$ cat src/rtl/mem_arb_pkg.sv
// Shared types and constants for the two-port round-robin memory arbiter.
// The optional grant counters are enabled by defining MEM_ARB_STATS_EN.
package mem_arb_pkg;

    localparam int MEM_AW = 12;
    localparam int MEM_DW = 8;

    localparam logic [15:0] GRANT_MAX = 16'hFFFF;

    typedef enum logic [1:0] {
        ST_IDLE  = 2'd0,
        ST_ISSUE = 2'd1,
        ST_WAIT  = 2'd2,
        ST_RESP  = 2'd3
    } state_e;

    typedef enum logic {
        OWN_A = 1'b0,
        OWN_B = 1'b1
    } owner_e;

    // Grant counters stick at all-ones instead of wrapping.
    function automatic logic [15:0] sat_inc(input logic [15:0] value);
        return (value == GRANT_MAX) ? value : value + 16'd1;
    endfunction

endpackage

$ cat src/rtl/mem_arb_rr.sv
// Combinational round-robin pick between requester A and requester B.
// On a tie the port that was not served last wins.
module mem_arb_rr
    import mem_arb_pkg::*;
(
    input  logic   a_req_i,
    input  logic   b_req_i,
    input  owner_e last_i,
    output logic   grant_valid_o,
    output owner_e grant_id_o
);

    always_comb begin
        grant_valid_o = a_req_i | b_req_i;
        grant_id_o    = OWN_A;
        if (a_req_i && b_req_i) begin
            grant_id_o = (last_i == OWN_A) ? OWN_B : OWN_A;
        end else if (b_req_i) begin
            grant_id_o = OWN_B;
        end
    end

endmodule

$ cat src/rtl/mem_arbiter.sv
// Two-port round-robin controller serialising A/B req/ack traffic onto a single-port memory.
// Define MEM_ARB_STATS_EN to enable the saturating per-port grant counters.
module mem_arbiter
    import mem_arb_pkg::*;
#(
    parameter int AW     = MEM_AW,
    parameter int DW     = MEM_DW,
    parameter int RD_LAT = 1
) (
    input  logic          clk,
    input  logic          rst,
    input  logic          a_req,
    input  logic          a_we,
    input  logic [AW-1:0] a_addr,
    input  logic [DW-1:0] a_wdata,
    output logic          a_ack,
    output logic [DW-1:0] a_rdata,
    input  logic          b_req,
    input  logic          b_we,
    input  logic [AW-1:0] b_addr,
    input  logic [DW-1:0] b_wdata,
    output logic          b_ack,
    output logic [DW-1:0] b_rdata,
    output logic          mem_cen,
    output logic          mem_rd,
    output logic          mem_wr,
    output logic [AW-1:0] mem_addr,
    output logic [DW-1:0] mem_din,
    input  logic [DW-1:0] mem_dout,
    output logic [15:0]   a_grants,
    output logic [15:0]   b_grants
);

    localparam logic [1:0] LAT_INIT = 2'(RD_LAT - 1);

    state_e        state_q, state_d;
    owner_e        owner_q, owner_d;
    owner_e        last_q, last_d;
    logic          we_q, we_d;
    logic [AW-1:0] addr_q, addr_d;
    logic [DW-1:0] din_q, din_d;
    logic          cen_q, cen_d;
    logic          rd_q, rd_d;
    logic          wr_q, wr_d;
    logic [1:0]    lat_q, lat_d;
    logic          aAck_q, aAck_d;
    logic          bAck_q, bAck_d;
    logic [DW-1:0] aRdata_q, aRdata_d;
    logic [DW-1:0] bRdata_q, bRdata_d;

    logic          grantValid;
    owner_e        grantId;

    mem_arb_rr u_rr (
        .a_req_i       (a_req),
        .b_req_i       (b_req),
        .last_i        (last_q),
        .grant_valid_o (grantValid),
        .grant_id_o    (grantId)
    );

    // Strobes and acks are computed one cycle ahead so every output leaves a flop.
    always_comb begin
        state_d  = state_q;
        owner_d  = owner_q;
        last_d   = last_q;
        we_d     = we_q;
        addr_d   = addr_q;
        din_d    = din_q;
        lat_d    = lat_q;
        aRdata_d = aRdata_q;
        bRdata_d = bRdata_q;
        cen_d    = 1'b0;
        rd_d     = 1'b0;
        wr_d     = 1'b0;
        aAck_d   = 1'b0;
        bAck_d   = 1'b0;

        case (state_q)
            ST_IDLE: begin
                if (grantValid) begin
                    owner_d = grantId;
                    if (grantId == OWN_A) begin
                        we_d   = a_we;
                        addr_d = a_addr;
                        din_d  = a_wdata;
                    end else begin
                        we_d   = b_we;
                        addr_d = b_addr;
                        din_d  = b_wdata;
                    end
                    cen_d   = 1'b1;
                    wr_d    = we_d;
                    rd_d    = ~we_d;
                    state_d = ST_ISSUE;
                end
            end
            ST_ISSUE: begin
                if (we_q) begin
                    aAck_d  = (owner_q == OWN_A);
                    bAck_d  = (owner_q == OWN_B);
                    state_d = ST_RESP;
                end else begin
                    lat_d   = LAT_INIT;
                    state_d = ST_WAIT;
                end
            end
            ST_WAIT: begin
                if (lat_q == 2'd0) begin
                    if (owner_q == OWN_A) begin
                        aRdata_d = mem_dout;
                        aAck_d   = 1'b1;
                    end else begin
                        bRdata_d = mem_dout;
                        bAck_d   = 1'b1;
                    end
                    state_d = ST_RESP;
                end else begin
                    lat_d = lat_q - 2'd1;
                end
            end
            ST_RESP: begin
                last_d  = owner_q;
                state_d = ST_IDLE;
            end
            default: begin
                state_d = ST_IDLE;
            end
        endcase
    end

    // Reset abandons any transaction in flight without acknowledging it.
    always_ff @(posedge clk or posedge rst) begin
        if (rst) begin
            state_q  <= ST_IDLE;
            owner_q  <= OWN_A;
            last_q   <= OWN_B;
            we_q     <= 1'b0;
            addr_q   <= '0;
            din_q    <= '0;
            cen_q    <= 1'b0;
            rd_q     <= 1'b0;
            wr_q     <= 1'b0;
            lat_q    <= 2'd0;
            aAck_q   <= 1'b0;
            bAck_q   <= 1'b0;
            aRdata_q <= '0;
            bRdata_q <= '0;
        end else begin
            state_q  <= state_d;
            owner_q  <= owner_d;
            last_q   <= last_d;
            we_q     <= we_d;
            addr_q   <= addr_d;
            din_q    <= din_d;
            cen_q    <= cen_d;
            rd_q     <= rd_d;
            wr_q     <= wr_d;
            lat_q    <= lat_d;
            aAck_q   <= aAck_d;
            bAck_q   <= bAck_d;
            aRdata_q <= aRdata_d;
            bRdata_q <= bRdata_d;
        end
    end

    assign mem_cen  = cen_q;
    assign mem_rd   = rd_q;
    assign mem_wr   = wr_q;
    assign mem_addr = addr_q;
    assign mem_din  = din_q;
    assign a_ack    = aAck_q;
    assign b_ack    = bAck_q;
    assign a_rdata  = aRdata_q;
    assign b_rdata  = bRdata_q;

`ifdef MEM_ARB_STATS_EN
    logic [15:0] aGrants_q, bGrants_q;

    // A grant is counted on the edge that moves the winner into ISSUE.
    always_ff @(posedge clk or posedge rst) begin
        if (rst) begin
            aGrants_q <= 16'd0;
            bGrants_q <= 16'd0;
        end else if (state_q == ST_IDLE && grantValid) begin
            if (grantId == OWN_A) begin
                aGrants_q <= sat_inc(aGrants_q);
            end else begin
                bGrants_q <= sat_inc(bGrants_q);
            end
        end
    end

    assign a_grants = aGrants_q;
    assign b_grants = bGrants_q;
`else
    assign a_grants = 16'd0;
    assign b_grants = 16'd0;
`endif

endmodule

$ cat config.mk
export PLATFORM = sky130hd
export DESIGN_NAME = mem_arbiter
export DESIGN_NICKNAME = d
export VERILOG_FILES = /design/src/rtl/mem_arb_pkg.sv /design/src/rtl/mem_arb_rr.sv /design/src/rtl/mem_arbiter.sv
export SDC_FILE = /design/constraint.sdc
export NUM_CORES = 1
export LEC_CHECK = 0
export CAP_MARGIN = 0
export CORE_UTILIZATION = 43
export DETAILED_ROUTE_END_ITERATION = 8
export PLACE_DENSITY_LB_ADDON = 0.05
export SLEW_MARGIN = 20
export SYNTH_ARGS = -nofsm -noshare
export SYNTH_HDL_FRONTEND = slang
export SYNTH_HIERARCHICAL = 1
export SYNTH_SLANG_ARGS = --single-unit
$ cat constraint.sdc
create_clock -name clk -period 4.5 [get_ports clk]
set_clock_uncertainty 0.1 [all_clocks]
set_input_delay 0.675 -clock clk [delete_from_list [all_inputs] [get_ports clk]]
set_output_delay 0.675 -clock clk [all_outputs]
set_load 0.01 [all_outputs]
Word level (Yosys, flattened, before mapping). Index checks and enable logic that the tools add are counted.

Input port bits: 54. Word-level logic and storage cells: 63. Register bits after elaboration: 48. Output and inout port bits: 73.

Reduce and logical (&&, ||, !) cells: 9. Multiplexer cells: 29. Equality and inequality tests: 7. Add/sub/neg operators: 1. Bitwise operators: 3.

Operator list (count): $mux 1 (19); $mux 12 (1); $reduce_and 3->1 (3); $mux 2 (4); $mux 8 (1); $ne 2x2->1 const B (4); $pmux 2 s4 (1); $eq 2x2->1 const B (2); $logic_not 2->1 (2); $pmux 1 s2 (2); $pmux 2 s2 (1); $reduce_and 2->1 (2); $eq 2x1->1 const B (1); $not 1->1 (2); $reduce_bool 2->1 (1); $sub 2x1->2 const B (1); $logic_and 1x1->1 (1); $or 1x1->1 (1).

Longest topological paths before layout.
Word-level depth: 8. Gate-level depth with buffers: 7. Mapped depth without buffers: 5.

Hierarchy. The synthesis kept the hierarchy.

By module, submodules not included: mem_arbiter (cells each 209, area each 2406.1 um^2, seq. area each 1202.4 um^2, instances 1); mem_arb_rr (cells each 2, area each 13.8 um^2, seq. area each 0.0 um^2, instances 1).

Least setup slack after synthesis. No wires, ideal clock.

Path kind: input to register. From: in b_req. To: reg addr_q[0], in the netlist mem_addr[0]. Setup slack: 2.826 ns. Buffers on the path: 2. Stages: 6. Arrival time: 1.448 ns. Setup time: 0.126 ns. Required time: 4.274 ns. Cells stage by stage: or2_1 > and2_1 > buf_2 > buf_4 > nor2_1 > a21oi_1.

Word-level cells in the longest chain between the ends: 3. Elaborated cells on any way between the ends: 6. Those cells by class: 3 x mux; 1 x bitwise; 2 x reduce/logical.

Ends and longest elaborated chain: start, declared (RTL line mem_arbiter.sv:18) `input logic b_req,`; $mux 1 / $logic_and 1x1->1 (equally long branches) (RTL line mem_arb_rr.sv:18, mem_arb_rr.sv:16); $mux 1 (RTL line mem_arb_rr.sv:16) `if (a_req_i && b_req_i) begin`; $mux 12 (RTL line mem_arbiter.sv:83) `if (grantId == OWN_A) begin`; end signal, assigned (RTL line mem_arbiter.sv:154) `addr_q <= addr_d;`; end, declared (RTL line mem_arbiter.sv:40) `logic [AW-1:0] addr_q, addr_d;`.

Several ways; a longest one is shown, not always the timed one. A chain may end at the register's enable or synchronous reset.

Worst setup path in the final report.
From: in b_req. To: reg we_q.

Word-level cells in the longest chain between the ends: 5. Elaborated cells on any way between the ends: 8. Those cells by class: 5 x mux; 1 x bitwise; 2 x reduce/logical.

Ends and longest elaborated chain: $mux 1 / $logic_and 1x1->1 (equally long branches) (RTL line mem_arb_rr.sv:18, mem_arb_rr.sv:16); $mux 1 (*) (RTL line mem_arb_rr.sv:16); net grantId (RTL line mem_arbiter.sv:52) `owner_e grantId;`; $mux 1 (*) (RTL line mem_arbiter.sv:83); $mux 1 (*) (RTL line mem_arbiter.sv:81) `if (grantValid) begin`; $mux 1 (*) (RTL line mem_arbiter.sv:79) `case (state_q)`; end signal, assigned (RTL line mem_arbiter.sv:153) `we_q <= we_d;`; end, declared (RTL line mem_arbiter.sv:39) `logic we_q, we_d;`.

Mark *: on every way through the listed nets, which the timed path passes. The rest lies on a longest branch. The select of a mux whose other input is x is not followed.

==> results <==
- Dividing the synthesized area by the synthesized cell count gives about 11 µm².
- In this run the number of H-tree levels came out at 2.
- After synthesis the netlist holds a flip-flop and latch count of 48.
- The startpoint identified for the worst register-to-register timing path is state_q[0].
- The core box area is between 5000 and 6000 µm².
- The via count is ~1700.
- The share of final-layout standard cells stronger than drive strength 1 is between 10 and 15%.
- The final number of hold-violating endpoints was 0.
- Buffers inserted to repair hold after CTS numbered 0.
- The unique cell type count in the Yosys netlist is 28.
- Across the run, the number of max-cap violations was 0.
- The number of top-level pins is roughly 130.
- The half-perimeter wire length after placement is around 3.3 mm.
- After the last flow step, the layout net total stands at approximately 360.
- In the global route stage, met1 resource usage came out at between 20% and 30%.
- The kind of end point of the critical path is a flip-flop.
- The deepest clock path buffer count is 2.
- For this run, design rule violations remaining after detail routing come to 0.
- The count of cells in the finished layout, fillers not included, comes to between 300 and 400.
- The timing startpoint of the critical path is b_req.
- The synthesized netlist occupies a cell area of ~2400 µm².
- The library cell used most frequently in the layout, excluding fill and tap cells, is sky130_fd_sc_hd__clkdlybuf4s50_1.
- The worst relative slew slack is 34.47%.
- Measured along the x axis, the die boundary spans a little under 80 µm.
- Routability-driven placement finished with a final weighted congestion of around 0.7.
- The worst ir drop on vdd is approximately 0.22 mV.
- The worst path uses 51.35% of the clock period.
- The pin count of the biggest net entering global routing is a little under 50.
- The number of buffer and inverter instances along the worst setup path is 1.
- The largest fanout on the critical path is 22.
- The number of antenna violations at the first check in global routing is 0.
- The first global-routing pass estimated 7.776 mm of wire.
- For this run, the number of Yosys warnings is 6.
- The row count is 26.
- The total placed cells including tap cells is 366.
- The clock period could shrink to roughly 2.3 ns.
- The total leakage power is between 1 and 1.5 nW.
- The filler cells instantiated in the layout total between 400 and 500.
- The cell type with the highest aggregate area in the netlist is sky130_fd_sc_hd__dfrtp_1.
- The power per cell area is around 610 nW/µm².
- Clock-pin slew was measured on the worst setup and hold paths at 0.09 ns.
- The insertion delay of the later-clocked pin in the worst-skew pair is about 0.3 ns.
- The multi-input gate area in the final layout is about 1000 µm².
- By area the synthesized netlist is led by sky130_fd_sc_hd__dfrtp_1 (49%), sky130_fd_sc_hd__buf_4 (11%), sky130_fd_sc_hd__mux2_2 (8.8%).
- The largest single stage delay on the critical path is around 0.74 ns.
- The die covers 5931 µm².
- For the pin with the worst max-slew slack, the measured transition is around 1 ns.
- The flow ran to the end, and the final reports show no timing, DRC or antenna violations.
- Along the worst hold path, the cell count comes to 1.
- The total grt overflow is 0.
- The starting utilization of the core area is a little under half.
- Global routing used 16.61% of the available tracks.
- In this run the post-CTS setup repair buffer count came out at 0.
- The data arrival time of the critical path is between 2 and 2.5 ns.
- STA puts the critical path data required time at about 4.6 ns.
- Counting the buffers created by CTS gives 5.
- After synthesis, flip-flops and latches occupy around 50% of the total area.
- Global routing consumed, on the met3 layer, roughly 5.7% of the routing resources.
- The largest individual stage delay along the critical path comes from the cell sky130_fd_sc_hd__a21boi_4.
- The highest attainable clock frequency is around 430 MHz.
- Dividing the detail-routed wire length by the instance count gives around 12 µm.
- The busiest metal layer after global routing is met2.
- The total wire length is 4.572 mm.
- After technology mapping, the gate count stands at around 210.
- The detailed-routing iteration count for the pre-antenna-repair pass is 4.
- In this run the worst hold path is classified as flip-flop to flip-flop.
- The initial DRC count is 68.
- The met2 track demand over resource in global routing is about a quarter.
- The number of global-route vias before repair came to about 1700.
- Setup repair after global routing left no endpoint under its margin.
- The TritonCTS clock tree is done.
- The critical path crosses 5 cells after its start point.
- The clock sink total is between 40 and 50.
- The post-synthesis to final-layout area growth is 40.07%.
- Buffers placed on the I/O ports in this run total 94.
- The final count of pins violating max slew is 0.
- Setup violations remaining at the end of the flow were counted as 0.
- The worst hold path begins at b_rdata[6].
- The number of antenna diodes in the final layout is 0.
- The type of origin of the critical path is an input port.
- The critical path goes through clkdlybuf4s50_1, a21boi_4, mux2i_1, and2_1, nor2_1.
- The floorplan die height is between 70 and 80 µm.
- Adding up every negative setup slack in the final design gives 0 ns.
- In the layout the commonest cells are sky130_fd_sc_hd__clkdlybuf4s50_1 (94), sky130_fd_sc_hd__dfrtp_1 (47), sky130_fd_sc_hd__conb_1 (32), sky130_fd_sc_hd__nor2_1 (25), sky130_fd_sc_hd__a21oi_1 (22).
- In the final layout, flip-flops and latches occupy between 1000 and 1500 µm².
- The path type of the worst setup path is input port to flip-flop.
- In this run the clock root is driven by a sky130_fd_sc_hd__clkbuf_8.
- The top cell type by area accounts for between 40 and 50% of the synthesized area.
- The residual antenna-violating net count after detailed routing is 0.
- The number of gates resized after CTS is 0.
- Dividing the detail-routed via count by the number of cells gives 4.476.
- The largest delay contributor family on the critical path is compound AO/OA/AOI/OAI gates.
- The depth of the most critical reg-to-reg path is 6.
- The completed layout was analyzed and its total power is roughly 0.0021 W.
## state kept, by name (all words and copies together), names as in the netlist
signal / flops
a_ack: 1
b_ack: 1
mem_din: 8
mem_addr: 12
last_q: 1
state_q: 2
owner_q: 1
mem_cen: 1
a_rdata: 8
b_rdata: 8
lat_q: 2
we_q: 1
mem_rd: 1
mem_wr: 1
## where the power goes
group	internal, W	switching (W)
logic	0.000571	0.000421
registers	0.000637	0.000114
clock network	0.000164	0.000145
## metrics by stage
step	cell area, µm²	worst slack, ns	hold WS [ns]	util, %
after global placement	3278	1.872	0.3876	62.20
final	3390	2.189	0.4099	64.32
after CTS	3390	2.170	0.4125	64.32
after detailed placement	3278	1.861	0.3916	62.20
after floorplan	2536	2.582	0.3859	-
after global routing	3390	2.048	0.4221	64.32
## final cells by class
class / instances / share of cell area, %
Sequential cell: 48 / 35.47
Multi-Input combinational cell: 147 / 30.01
Timing Repair Buffer: 95 / 27.98
Tap cell: 70 / 2.584
Clock buffer: 5 / 2.030
Clock inverter: 3 / 1.255
Inverter: 6 / 0.6645
## synthesized netlist by cell type
cell type	n
sky130_fd_sc_hd__dfrtp_1	47
sky130_fd_sc_hd__buf_4	35
sky130_fd_sc_hd__nor2_1	25
sky130_fd_sc_hd__a21oi_1	22
sky130_fd_sc_hd__mux2i_1	21
sky130_fd_sc_hd__mux2_2	19
sky130_fd_sc_hd__ha_1	7
sky130_fd_sc_hd__inv_1	6
sky130_fd_sc_hd__buf_2	4
sky130_fd_sc_hd__nand2_1	3
sky130_fd_sc_hd__a22o_1	2
sky130_fd_sc_hd__and2_1	2
sky130_fd_sc_hd__buf_6	2
sky130_fd_sc_hd__nand2b_1	2
sky130_fd_sc_hd__a211oi_1	1
sky130_fd_sc_hd__a21boi_1	1
sky130_fd_sc_hd__a31o_2	1
sky130_fd_sc_hd__and3_1	1
sky130_fd_sc_hd__conb_1	1
sky130_fd_sc_hd__dfstp_2	1
sky130_fd_sc_hd__mux2_4	1
sky130_fd_sc_hd__nand3_4	1
sky130_fd_sc_hd__nand3b_4	1
sky130_fd_sc_hd__nor2b_1	1
sky130_fd_sc_hd__o21ai_0	1
sky130_fd_sc_hd__o2bb2ai_1	1
sky130_fd_sc_hd__o31ai_1	1
sky130_fd_sc_hd__or2_1	1
## cells by family (layout without fill, tap and decap cells)
kind of cell,after synthesis,count (layout),share of synthesized area [%]
buffers and inverters,47,109,13.55
and+or+nand+nor,37,37,7.705
adders and majority gates,7,7,3.619
other,1,32,0.1550
DFF,48,48,49.69
muxes,41,41,18.15
AOI/OAI and AO/OA,30,30,7.136
## layer usage
| metal | up-vias | part of all wire [%] |
|---|---|---|
| met5 | - | 0 |
| met2 | 75 | 45 |
| li1 | 827 | - |
| met3 | 7 | 9.1 |
| met1 | 765 | 45 |
| met4 | 0 | 1.4 |
## path summary, 6_finish.rpt
check / slack, ns / end
worst max-delay path: 2.19 / we_q
worst min-delay path: 0.41 / b_rdata[6]
worst max register to register: 2.52 / we_q
worst min register to register: 0.41 / b_rdata[6]
max in group asynchronous: 2.87 / mem_din[7]
min in group asynchronous: 0.82 / mem_din[5]
(Power assumes the default switching activity.)
